File: src/rtl/encrypt_pipe_pkg.sv
// Shared types, constants and modular helpers for the lane-rotation pipeline.
// Digit classification exists only when ROT_DIGITS_EN is defined.
package encrypt_pipe_pkg;

    typedef logic [7:0] char_t;
    typedef logic [4:0] shift_t;

    typedef enum logic [1:0] {
        CC_OTHER = 2'd0,
        CC_UPPER = 2'd1,
        CC_LOWER = 2'd2,
        CC_DIGIT = 2'd3
    } char_class_e;

    localparam shift_t ALPHA_LEN = 5'd26;
    localparam shift_t DIGIT_LEN = 5'd10;
    localparam char_t  ASC_UPPER = 8'd65;
    localparam char_t  ASC_LOWER = 8'd97;
    localparam char_t  ASC_ZERO  = 8'd48;

    // Both operands are already below 26, so the sum needs at most one correction.
    function automatic shift_t mod26_add(input shift_t a, input shift_t b);
        logic [5:0] s;
        s = {1'b0, a} + {1'b0, b};
        if (s >= {1'b0, ALPHA_LEN}) begin
            s = s - {1'b0, ALPHA_LEN};
        end else begin
            s = s;
        end
        return s[4:0];
    endfunction

    function automatic shift_t mod26_reduce(input shift_t v);
        if (v >= ALPHA_LEN) begin
            return v - ALPHA_LEN;
        end else begin
            return v;
        end
    endfunction

    function automatic char_class_e classify(input char_t c);
        if ((c >= ASC_UPPER) && (c < ASC_UPPER + {3'b000, ALPHA_LEN})) begin
            return CC_UPPER;
        end else if ((c >= ASC_LOWER) && (c < ASC_LOWER + {3'b000, ALPHA_LEN})) begin
            return CC_LOWER;
`ifdef ROT_DIGITS_EN
        end else if ((c >= ASC_ZERO) && (c < ASC_ZERO + {3'b000, DIGIT_LEN})) begin
            return CC_DIGIT;
`endif
        end else begin
            return CC_OTHER;
        end
    endfunction

endpackage

File: src/rtl/encrypt_rot_lane.sv
// Combinational single-character rotator: letters by k mod 26, and with
// ROT_DIGITS_EN defined, digits by k mod 10. Everything else passes through.
module encrypt_rot_lane
    import encrypt_pipe_pkg::*;
(
    input  char_t       i_char,
    input  char_class_e i_class,
    input  shift_t      i_k,
    input  logic        i_dir,
    output char_t       o_char
);

    shift_t     w_k_alpha;
    char_t      w_base;
    shift_t     w_off;
    logic [5:0] w_sum;
`ifdef ROT_DIGITS_EN
    shift_t     w_kd;
    logic [3:0] w_doff;
    shift_t     w_dsum;
`endif

    // Rotate one character; decrypt is rotation by the additive inverse
    always_comb begin
        if (i_dir && (i_k != 5'd0)) begin
            w_k_alpha = ALPHA_LEN - i_k;
        end else begin
            w_k_alpha = i_k;
        end
        if (i_class == CC_UPPER) begin
            w_base = ASC_UPPER;
        end else begin
            w_base = ASC_LOWER;
        end
        w_off = 5'(i_char - w_base);
        w_sum = {1'b0, w_off} + {1'b0, w_k_alpha};
        if (w_sum >= {1'b0, ALPHA_LEN}) begin
            w_sum = w_sum - {1'b0, ALPHA_LEN};
        end else begin
            w_sum = w_sum;
        end
`ifdef ROT_DIGITS_EN
        // k < 26, so two conditional subtracts give k mod 10
        w_kd = i_k;
        if (w_kd >= DIGIT_LEN) begin
            w_kd = w_kd - DIGIT_LEN;
        end else begin
            w_kd = w_kd;
        end
        if (w_kd >= DIGIT_LEN) begin
            w_kd = w_kd - DIGIT_LEN;
        end else begin
            w_kd = w_kd;
        end
        if (i_dir && (w_kd != 5'd0)) begin
            w_kd = DIGIT_LEN - w_kd;
        end else begin
            w_kd = w_kd;
        end
        w_doff = 4'(i_char - ASC_ZERO);
        w_dsum = {1'b0, w_doff} + w_kd;
        if (w_dsum >= DIGIT_LEN) begin
            w_dsum = w_dsum - DIGIT_LEN;
        end else begin
            w_dsum = w_dsum;
        end
`endif
        case (i_class)
            CC_UPPER, CC_LOWER: o_char = w_base + {2'b00, w_sum};
`ifdef ROT_DIGITS_EN
            CC_DIGIT:           o_char = ASC_ZERO + {3'b000, w_dsum};
`endif
            default:            o_char = i_char;
        endcase
    end

endmodule

File: src/rtl/encrypt_pipe_rotate_lanes.sv
// Two-stage valid/ready pipeline rotating LANES ASCII characters per beat,
// fixed or rolling key. Digit rotation is enabled by defining ROT_DIGITS_EN.
module encrypt_pipe_rotate_lanes
    import encrypt_pipe_pkg::*;
#(
    parameter int LANES = 4
)
(
    input  logic               clk,
    input  logic               rst,
    input  logic               cfg_load,
    input  logic [4:0]         cfg_shift,
    input  logic [4:0]         cfg_step,
    input  logic               cfg_dir,
    input  logic               cfg_roll,
    input  logic               in_valid,
    output logic               in_ready,
    input  logic [8*LANES-1:0] in_data,
    input  logic               in_last,
    output logic               out_valid,
    input  logic               out_ready,
    output logic [8*LANES-1:0] out_data,
    output logic               out_last,
    output logic               busy
);

    localparam int W = 8 * LANES;

    shift_t      r_shift;
    shift_t      r_step;
    shift_t      r_base;
    logic        r_dir;
    logic        r_roll;

    logic        r_s1_valid;
    logic        r_s1_last;
    logic [W-1:0] r_s1_data;
    shift_t      r_s1_k     [LANES];
    char_class_e r_s1_class [LANES];

    logic        r_s2_valid;
    logic        r_s2_last;
    logic [W-1:0] r_s2_data;

    logic        w_busy;
    logic        w_s2_free;
    logic        w_s1_adv;
    logic        w_accept;
    logic        w_cfg_take;
    shift_t      w_roll_k [LANES];
    shift_t      w_base_next;
    logic [W-1:0] w_rot;

    assign w_busy     = r_s1_valid | r_s2_valid;
    assign w_s2_free  = ~r_s2_valid | out_ready;
    assign w_s1_adv   = r_s1_valid & w_s2_free;
    assign in_ready   = ~rst & ~cfg_load & (~r_s1_valid | w_s2_free);
    assign w_accept   = in_valid & in_ready;
    assign w_cfg_take = cfg_load & ~w_busy;

    assign out_valid  = r_s2_valid;
    assign out_data   = r_s2_data;
    assign out_last   = r_s2_last;
    assign busy       = w_busy;

    // Rolling key per lane: base + i*step (mod 26), plus the base for the next beat
    always_comb begin
        shift_t v_acc;
        v_acc = r_base;
        for (int i = 0; i < LANES; i++) begin
            w_roll_k[i] = v_acc;
            v_acc       = mod26_add(v_acc, r_step);
        end
        w_base_next = v_acc;
    end

    // Configuration and rolling base; load is honoured only with an empty pipe
    always_ff @(posedge clk or posedge rst) begin
        if (rst) begin
            r_shift <= 5'd0;
            r_step  <= 5'd0;
            r_base  <= 5'd0;
            r_dir   <= 1'b0;
            r_roll  <= 1'b0;
        end else if (w_cfg_take) begin
            r_shift <= mod26_reduce(cfg_shift);
            r_step  <= mod26_reduce(cfg_step);
            r_base  <= mod26_reduce(cfg_shift);
            r_dir   <= cfg_dir;
            r_roll  <= cfg_roll;
        end else if (w_accept) begin
            r_base  <= in_last ? r_shift : w_base_next;
        end
    end

    // Stage 1: beat, per-lane shift and character class
    always_ff @(posedge clk or posedge rst) begin
        if (rst) begin
            r_s1_valid <= 1'b0;
            r_s1_last  <= 1'b0;
            r_s1_data  <= '0;
            for (int i = 0; i < LANES; i++) begin
                r_s1_k[i]     <= 5'd0;
                r_s1_class[i] <= CC_OTHER;
            end
        end else if (w_accept) begin
            r_s1_valid <= 1'b1;
            r_s1_last  <= in_last;
            r_s1_data  <= in_data;
            for (int i = 0; i < LANES; i++) begin
                r_s1_k[i]     <= r_roll ? w_roll_k[i] : r_shift;
                r_s1_class[i] <= classify(in_data[8*i +: 8]);
            end
        end else if (w_s1_adv) begin
            r_s1_valid <= 1'b0;
        end
    end

    for (genvar g = 0; g < LANES; g++) begin : g_lane
        encrypt_rot_lane u_lane (
            .i_char  (r_s1_data[8*g +: 8]),
            .i_class (r_s1_class[g]),
            .i_k     (r_s1_k[g]),
            .i_dir   (r_dir),
            .o_char  (w_rot[8*g +: 8])
        );
    end

    // Stage 2: rotated output, held while the sink stalls
    always_ff @(posedge clk or posedge rst) begin
        if (rst) begin
            r_s2_valid <= 1'b0;
            r_s2_last  <= 1'b0;
            r_s2_data  <= '0;
        end else if (w_s1_adv) begin
            r_s2_valid <= 1'b1;
            r_s2_last  <= r_s1_last;
            r_s2_data  <= w_rot;
        end else if (out_ready) begin
            r_s2_valid <= 1'b0;
        end
    end

endmodule

File: config.mk
export PLATFORM = sky130hd
export DESIGN_NAME = encrypt_pipe_rotate_lanes
export DESIGN_NICKNAME = d
export VERILOG_FILES = /design/src/rtl/encrypt_pipe_pkg.sv /design/src/rtl/encrypt_rot_lane.sv /design/src/rtl/encrypt_pipe_rotate_lanes.sv
export SDC_FILE = /design/constraint.sdc
export NUM_CORES = 1
export LEC_CHECK = 0
export ABC_CLOCK_PERIOD_IN_PS = 14840
export CAP_MARGIN = 20
export CELL_PAD_IN_SITES_DETAIL_PLACEMENT = 0
export CELL_PAD_IN_SITES_GLOBAL_PLACEMENT = 1
export CORE_MARGIN = 5
export CORE_UTILIZATION = 48
export DETAILED_ROUTE_END_ITERATION = 10
export PLACE_DENSITY_LB_ADDON = 0.1
export REMOVE_ABC_BUFFERS = 1
export SLEW_MARGIN = 20
export SYNTH_ARGS = -nofsm -noshare
export SYNTH_HDL_FRONTEND = slang
export SYNTH_SLANG_ARGS = --single-unit
File: constraint.sdc
create_clock -name clk -period 14.84 [get_ports clk]
set_input_delay 2.226 -clock clk [delete_from_list [all_inputs] [get_ports clk]]
set_output_delay 2.226 -clock clk [all_outputs]
set_load 0.1 [all_outputs]
=== Word level (Yosys, flattened, before mapping) ===
Cells that the tools add are included.

* Order comparisons: 26
* Reductions and logical operators: 23
* $add $sub $neg: 30
* Bitwise logic cells: 13
* Equal/unequal tests: 8
* Muxes and demuxes: 41

{| class="wikitable"
|+ Operators by type and width
! kind !! count
|-
| two-way mux 5 bit || 17
|-
| >= comparator 8 x 7 -> 1 bit (second input constant) || 8
|-
| < comparator 8 x 7 -> 1 bit (second input constant) || 8
|-
| adder 5 x 5 -> 6 bit || 8
|-
| >= comparator 6 x 5 -> 1 bit (second input constant) || 8
|-
| two-way mux 6 bit || 8
|-
| adder 7 x 6 -> 8 bit || 4
|-
| two-way mux 8 bit || 4
|-
| subtractor 5 bit (second input constant) || 6
|-
| subtractor 6 x 5 -> 6 bit (second input constant) || 4
|-
| nonzero test 5 bit || 4
|-
| subtractor 5 bit || 4
|-
| subtractor 5 bit (first input constant) || 4
|-
| two-way mux 2 bit || 8
|-
| logical AND 1 bit || 12
|-
| >= comparator 5 bit (second input constant) || 2
|-
| == test 2 x 1 -> 1 bit (second input constant) || 4
|-
| == test 2 bit (second input constant) || 4
|-
| OR reduction 2 bit || 4
|-
| nonzero test 2 bit || 3
|-
| bitwise AND 1 bit || 5
|-
| inverter 1 bit || 5
|-
| two-way mux 1 bit || 4
|-
| OR 1 bit || 3
|}

* Bits of input ports: 50
* Bits in registers: 113
* Output and inout bits: 36

=== Longest topological paths before layout ===
Gate-level depths: netlist of the first run.

* Word-level depth: 15
* Mapped depth: 32

=== Modules after synthesis ===
A second synthesis of the first run with hierarchy kept.

* Cell total of the unflattened synthesis: 1048
* Area, all modules: 9188.8 µm²

{| class="wikitable"
|+ Modules (own cells, without submodules)
! module !! sequential area each (µm²) !! cells each !! times used !! area each (µm²)
|-
| encrypt_pipe_rotate_lanes || 2802.7 || 602 || 1 || 5949.5
|-
| encrypt_rot_lane at g_lane[0].u_lane ... || 0.0 || 113 || 3 || 809.5
|-
| encrypt_rot_lane at g_lane[3].u_lane || 0.0 || 107 || 1 || 810.8
|}

=== Least setup slack after synthesis of the first run ===
No wires, ideal clock.

* Path kind: register to register
* Start: register r_step[1]
* End: register r_base[3]
* Stages on the path, launching flop included: 29
* Clock period less this slack: 6.768 ns
* Buffers on the path: 0
* Data required time: 14.724 ns
* Setup slack: 8.072 ns
* Library setup time: 0.116 ns
* Arrival: 6.652 ns
* Cell sequence: dfrtp_1 > inv_1 > fa_1 > inv_1 > a21oi_1 > o21bai_1 > xnor2_1 > o21ai_1 > mux2i_1 > ha_1 > a21oi_1 > a21boi_0 > nand3b_1 > o311ai_2 > mux2i_1 > ha_1 > a21oi_1 > a21boi_0 > nand3b_1 > o311ai_2 > mux2i_1 > ha_1 > a21oi_1 > a21boi_0 > nand3b_1 > o311ai_1 > nor2b_1 > xnor2_1 > o311ai_0

* Word-level cells in the longest chain between the ends: 15

{| class="wikitable"
|+ Ends and longest elaborated chain
! item !! RTL line !! source
|-
| from (decl) || encrypt_pipe_rotate_lanes.sv:30 || <nowiki>shift_t r_step;</nowiki>
|-
| from (signal assigned) || encrypt_pipe_rotate_lanes.sv:87 || <nowiki>r_step <= mod26_reduce(cfg_step);</nowiki>
|-
| adder 5 x 5 -> 6 bit || encrypt_pipe_pkg.sv:24 || <nowiki>s = {1'b0, a} + {1'b0, b};</nowiki>
|-
| subtractor 5 bit or >= comparator 6 x 5 -> 1 bit (tied branches) || encrypt_pipe_pkg.sv:26, encrypt_pipe_pkg.sv:25 ||
|-
| two-way mux 5 bit || encrypt_pipe_pkg.sv:25 || <nowiki>if (s >= {1'b0, ALPHA_LEN}) begin</nowiki>
|-
| adder 5 x 5 -> 6 bit || encrypt_pipe_pkg.sv:24 ||
|-
| subtractor 5 bit or >= comparator 6 x 5 -> 1 bit (tied branches) || encrypt_pipe_pkg.sv:26, encrypt_pipe_pkg.sv:25 ||
|-
| two-way mux 5 bit || encrypt_pipe_pkg.sv:25 ||
|-
| adder 5 x 5 -> 6 bit || encrypt_pipe_pkg.sv:24 ||
|-
| subtractor 5 bit or >= comparator 6 x 5 -> 1 bit (tied branches) || encrypt_pipe_pkg.sv:26, encrypt_pipe_pkg.sv:25 ||
|-
| two-way mux 5 bit || encrypt_pipe_pkg.sv:25 ||
|-
| adder 5 x 5 -> 6 bit (*) || encrypt_pipe_pkg.sv:24 ||
|-
| subtractor 5 bit or >= comparator 6 x 5 -> 1 bit (tied branches) || encrypt_pipe_pkg.sv:26, encrypt_pipe_pkg.sv:25 ||
|-
| two-way mux 5 bit (*) || encrypt_pipe_pkg.sv:25 ||
|-
| two-way mux 5 bit (*) || encrypt_pipe_rotate_lanes.sv:92 || <nowiki>r_base <= in_last ? r_shift : w_base_next;</nowiki>
|-
| two-way mux 5 bit (*) || encrypt_pipe_rotate_lanes.sv:91 || <nowiki>end else if (w_accept) begin</nowiki>
|-
| two-way mux 5 bit (*) || encrypt_pipe_rotate_lanes.sv:85 || <nowiki>end else if (w_cfg_take) begin</nowiki>
|-
| to (signal assigned) || encrypt_pipe_rotate_lanes.sv:88 || <nowiki>r_base <= mod26_reduce(cfg_shift);</nowiki>
|-
| to (signal assigned) || encrypt_pipe_rotate_lanes.sv:92 ||
|-
| to (decl) || encrypt_pipe_rotate_lanes.sv:31 || <nowiki>shift_t r_base;</nowiki>
|}

Every way passes the cells marked *; elsewhere a longest branch is shown, timed or not. The select of a mux whose other input is x is not followed.
A chain may end at the register's enable or synchronous reset.

=== Worst setup path in the final report of the first run ===
Same ends and word-level chain as after synthesis.

==> results of run 1 <==
==> worst max path at each step <==
stage	start	endpoint	slack [ns]
after detailed placement	r_step[1]	r_base[3]	7.22
after global routing	r_step[1]	r_base[3]	6.46
after global placement	r_step[1]	r_base[3]	7.43
after CTS	r_step[1]	r_base[3]	7.19
final	r_step[1]	r_base[3]	7.21
after floorplan	r_step[1]	r_base[3]	8.06
==> state kept, by name, indices dropped and copies added (netlist names), 5 cells and up <==
signal	count
out_data	32
r_s1_data	32
r_s1_k	19
r_shift	5
r_step	5
r_s1_class	8
r_base	5
==> worst register-to-register path: cells and delay by family (launching register included) <==
| family | cells | cell delay (ns) |
|---|---|---|
| XOR/XNOR | 2 | 0.16 |
| AO/OA/AOI/OAI | 13 | 3.16 |
| flip-flops | 1 | 0.50 |
| AND/OR/NAND/NOR | 4 | 0.91 |
| adder cells (fa/ha/maj) | 4 | 1.44 |
| multiplexers | 3 | 1.07 |
| buffers and inverters | 2 | 0.28 |
==> metal layers <==
layer	vias up	track usage, %	part of all wire (%)
met2	126	33.23	46
met3	15	3.177	3.7
met4	0	4.287	1.0
li1	3900	-	-
met5	-	0	0
met1	3629	29.41	50
==> logic make-up after synthesis <==
family	share of synthesized area (%)
AND/OR/NAND/NOR	20.98
AO/OA/AOI/OAI	21.77
flip-flops	31.08
buffers and inverters	4.273
adder cells (fa/ha/maj)	12.32
XOR/XNOR	5.993
multiplexers	3.593
==> through the flow <==
stage,hold slack (ns),setup WS (ns),cell area [um^2]
global placement,0.4537,7.429,10080
CTS,0.4819,7.195,10360
finish,0.4791,7.215,10370
detailed placement,0.4631,7.215,10080
global route,0.5094,6.458,10370
floorplan,0.4368,8.056,8896
==> synthesized netlist by cell type (all sizes together) (26+ instances only) <==
library cell	count	area [um^2]
a21oi	53	269.0
clkbuf	28	105.1
dfrtp	112	2803
ha	76	950.9
inv	70	262.8
mux2i	26	264.0
nand2	178	670.7
nand3	27	135.1
nor2	57	216.5
o21ai	75	375.4
xnor2	31	271.5
xor2	29	269.0
==> area by class of cell <==
class	count	share of cell area (%)
well taps	234	2.824
repair buffers	90	8.605
flip-flops and latches	112	27.03
multi-input cells	837	56.28
inverters	70	2.559
clock buffers	9	2.172
clock inverters	7	0.5310
==> metrics.cfg, run 1 <==
[status]
outcome = finished, final reports clean

[flow_run]
maxCapViolCount = 0

[min_path]
hp-class = register to register
hold-path-endpoint = out_data[25]
hp-start = out_data[25]
holdPathStages = 2

[layout]
final_common_cell = nand2_1
final_cells = 1359
diodes = 0
layout_common_cells = 176 x nand2_1, 112 x dfrtp_1, 85 x clkdlybuf4s50_1, 76 x ha_1, 68 x inv_1
n_fill_cell = 1743
post-route-util_pct = 55.80
multi_input_area_um2 = 5834
area_growth_pct = 14.96
drive_gt1_share_pct = 6.578
regArea_um2 = 2803
finalNetCount = 1254

[cts]
hold_buffers = 0
cts_tree = yes
post_cts_buffers = 0
cts.sinks = 112
cts_buffer_depth = 2
path_clk_slew_ns = 0.08
clockRootBuffer = clkbuf_16
cts_resized = 0
cts_buffers = 9
worstSkewPairLatency_ns = 0.36
cts_max_level = 3

[sta]
maxSlewViolCount = 0
fin_crit_ns = 7.625
hold_viol = 0
rsz0062_at_grt = false
fin_skew_ns = 0.009901
max_freq_ghz = 0.1311
period_share_pct = 51.38
tightest_slew_ns = 0.9833
finalSetupViolCount = 0
slew_headroom_pct = 34.24
setup_tns_ns = 0

[die]
die_area_um2 = 21630
start_util_pct = 48.54
rows = 50
design.core.area_um2 = 18580
die_y_um = 147.1
io_pins = 86
die_w_um = 147.1

[setup_path]
timing.reg2reg.setup_slack_ns = 7.21
cp.arrival_ns = 7.88
critPathTopFamily = compound AO/OA/AOI/OAI gates
start_kind = register
r2r-end = r_base[3]
r2r-start = r_step[1]
path_max_fanout = 6
worstSetupPathType = register to register
slowest_stage = dfrtp_1
cp_num_cells = 28
cp_num_buf_inv = 2
slowest_delay_ns = 0.50
crit_path_end_kind = register
reg2reg_depth = 28
critPathRequiredTime_ns = 15.09
cpMostUsedCell = a21oi_1

[global_route]
grt_max_degree = 80
grtUsageTotal_pct = 20.56
grt_pass1_wl_um = 37030
grt_pass1_vias = 7383
antenna_found_initial = 0
grt_overflow = 0

[routing]
ant_nets = 0
drt_iter0_drc = 349
wl_um = 21780
drc = 0
dr.pass1.iters = 5
avgRoutedWirePerCell_um = 16.02
num_vias = 7670
viasPerCell = 5.644

[synth]
synth_edf_count = 0
postSynthCellCount = 1051
netlist_area_um2 = 9019
async_reset_ff_share_pct = 100.0
synth.ff_latch_count = 112
ys.flop_type = dfrtp_1
synth_cell_types = 89
yosys_warnings = 0
synth_seq_area_share_pct = 31.08
synth.avg_cell_area_um2 = 8.581

[placement]
io_buffers = 85
dp_cells = 1343
post-dp-hpwl_um = 16470
gp_congestion = 0.8295

Power of run 1 is not shown: default switching activity piles up to over one toggle a cycle in this logic, so the estimate is an artifact.
==> inputs of run 2 (changes only) <==
--- a/config.mk
+++ b/config.mk
@@ -5,12 +5,12 @@
 export SDC_FILE = /design/constraint.sdc
 export NUM_CORES = 1
 export LEC_CHECK = 0
-export ABC_CLOCK_PERIOD_IN_PS = 14840
+export ABC_CLOCK_PERIOD_IN_PS = 6800
 export CAP_MARGIN = 20
 export CELL_PAD_IN_SITES_DETAIL_PLACEMENT = 0
 export CELL_PAD_IN_SITES_GLOBAL_PLACEMENT = 1
 export CORE_MARGIN = 5
-export CORE_UTILIZATION = 48
+export CORE_UTILIZATION = 40
 export DETAILED_ROUTE_END_ITERATION = 10
 export PLACE_DENSITY_LB_ADDON = 0.1
 export REMOVE_ABC_BUFFERS = 1
==> constraint.sdc (replaced) <==
create_clock -name clk -period 6.8 [get_ports clk]
set_input_delay 1.02 -clock clk [delete_from_list [all_inputs] [get_ports clk]]
set_output_delay 1.02 -clock clk [all_outputs]
set_load 0.1 [all_outputs]
==> metrics.cfg, run 2 (same netlist as run 1, synthesis figures left out) <==
[min_path]
holdPathStages = 2  ; unchanged
hold-path-endpoint = r_s1_data[14]
hp-start = r_s1_data[14]
hp-class = register to register

[setup_path]
path_max_fanout = 3  ; -3
crit_path_end_kind = register
r2r-start = r_step[1]
r2r-end = r_base[1]
worstSetupPathType = register to register
cp.arrival_ns = 6.91  ; -0.97 ns
reg2reg_depth = 27  ; -3.6%
start_kind = register
timing.reg2reg.setup_slack_ns = 0.14  ; -7.07 ns
critPathRequiredTime_ns = 7.05  ; -8.04 ns

[cts]
clockRootBuffer = clkbuf_16
hold_buffers = 0  ; unchanged
path_clk_slew_ns = 0.09  ; about the same
cts.sinks = 112  ; unchanged
cts_max_level = 3  ; unchanged
worstSkewPairLatency_ns = 0.36  ; about the same
cts_buffer_depth = 2  ; unchanged
cts_tree = yes
cts_buffers = 9  ; unchanged

[layout]
diodes = 0  ; unchanged
final_common_cell = nand2_1
drive_gt1_share_pct = 12.58  ; +6.0 points
finalNetCount = 1290  ; +2.9%
layout_common_cells = 176 x nand2_1, 112 x dfrtp_1, 85 x clkdlybuf4s50_1, 73 x ha_1, 65 x inv_1
area_growth_pct = 21.85

[global_route]
grt_overflow = 0  ; unchanged
grt_max_degree = 62  ; -23%
antenna_found_initial = 0  ; unchanged
grt_pass1_vias = 7839  ; +6.2%
grt_pass1_wl_um = 39320  ; +6.2%
grtUsageTotal_pct = 18.30  ; -2.3 points

[sta]
max_freq_ghz = 0.1502  ; +15%
finalSetupViolCount = 0  ; unchanged
fin_skew_ns = 0.01345  ; +0.003546 ns
hold_ws_ns = 0.4744  ; -0.004689 ns
tightest_slew_ns = 0.9847  ; +0.001437 ns
hold_viol = 0  ; unchanged
period_share_pct = 97.90  ; +47 points
fin_crit_ns = 6.657  ; -0.9680 ns
rsz0062_at_grt = true
slew_headroom_pct = 34.15  ; -0.096 points
maxSlewViolCount = 0  ; unchanged

[routing]
viasPerCell = 5.381  ; -4.7%
num_vias = 7781  ; +1.4%
wl_um = 23330  ; +7.2%
drt_iter0_drc = 377  ; +8.0%
avgRoutedWirePerCell_um = 16.14  ; +0.70%
dr.pass1.iters = 5  ; unchanged
ant_nets = 0  ; unchanged
drc = 0  ; unchanged

[die]
die_y_um = 160.2  ; +8.9%
rows = 55  ; +10%
io_pins = 86  ; unchanged
die_w_um = 160.2  ; +8.9%
die_area_um2 = 25650  ; +19%
design.core.area_um2 = 22430  ; +21%
start_util_pct = 40.20  ; -8.3 points

[placement]
post-dp-hpwl_um = 17500  ; +6.2%
io_buffers = 85  ; unchanged
gp_congestion = 0.7993  ; -3.6%

[status]
outcome = finished, final reports clean

[flow_run]
maxCapViolCount = 0  ; unchanged

==> run 2: changes by cell type in the layout (fill, tap and decap cells not counted), sizes merged <==
cell,previous run,this run
clkinvlp,1,0
clkinv,3,2
buf,5,41
bufinv,0,1
clkbuf,9,10
==> run 2: stage by stage <==
| step | cell area, um^2 | TNS (ns) | utilization (%) | setup slack, ns | instances |
|---|---|---|---|---|---|
| 2_1_floorplan | 8896 | 0 | - | 0.01600 | 1019 |
| 3_3_place_gp | 10300 | 0 | 45.93 | 0.01207 | 1415 |
| 4_1_cts | 10710 | 0 | 47.75 | 0.01499 | 1435 |
| 3_5_place_dp | 10300 | -0.4782 | 45.93 | -0.1776 | 1415 |
| 5_1_grt | 10990 | -0.7812 | 48.98 | -0.2223 | 1446 |
| 6_report | 10990 | 0 | 48.98 | 0.1429 | 1446 |
==> run 2: how the worst max path moves through the flow <==
| stage | from | endpoint | depth (start not counted) |
|---|---|---|---|
| 2_1_floorplan | r_step[1] | r_base[3] | 28 |
| 3_3_place_gp | r_step[0] | r_base[3] | 30 |
| 3_5_place_dp | r_step[0] | r_base[3] | 32 |
| 4_1_cts | r_step[0] | r_base[4] | 31 |
| 5_1_grt | r_step[1] | r_base[1] | 27 |
| 6_report | r_step[1] | r_base[1] | 27 |
==> run 2: worst max-delay path, cell delays in order (launching register included) <==
cell,delay (ns)
dfrtp_1,0.41
ha_1,0.30
a21o_1,0.19
a21oi_2,0.18
xnor2_1,0.11
a21o_1,0.19
o21ai_2,0.21
mux2i_1,0.27
ha_1,0.31
nor2b_4,0.15
o21a_1,0.21
o21a_1,0.22
o311ai_4,0.32
mux2i_1,0.28
ha_1,0.31
a21oi_2,0.23
a21boi_4,0.09
nand3b_1,0.24
o311ai_4,0.37
mux2i_1,0.28
ha_1,0.31
a21oi_2,0.24
a21boi_4,0.09
nand3b_1,0.22
o311ai_2,0.30
buf_4,0.18
xnor2_2,0.05
o311a_1,0.29
==> run 2: repair_timing <==
action	4_1_cts	5_1_grt
resized for setup	9	50
pin swaps	4	22
setup buffers	4	11
endpoints found under the setup margin	4	4
==> run 2: cell type report <==
| class | count | area, um^2 |
|---|---|---|
| multi-input combinational | 837 | 6075 |
| sequential | 112 | 2803 |
| clock buffer | 10 | 239.0 |
| fill | 2190 | 11440 |
| timing repair buffer | 126 | 1170 |
| inverter | 70 | 265.3 |
| clock inverter | 6 | 81.33 |
| tap | 285 | 356.6 |
==> run 2: routing by layer <==
metal,GRT usage [%],share of wire (%),vias up
met5,0,0,-
met4,4.576,1.9,0
met3,2.632,2.9,25
met2,30.15,46,108
met1,25.41,49,3683
li1,-,-,3965
Power of run 2 is left out for the same reason.
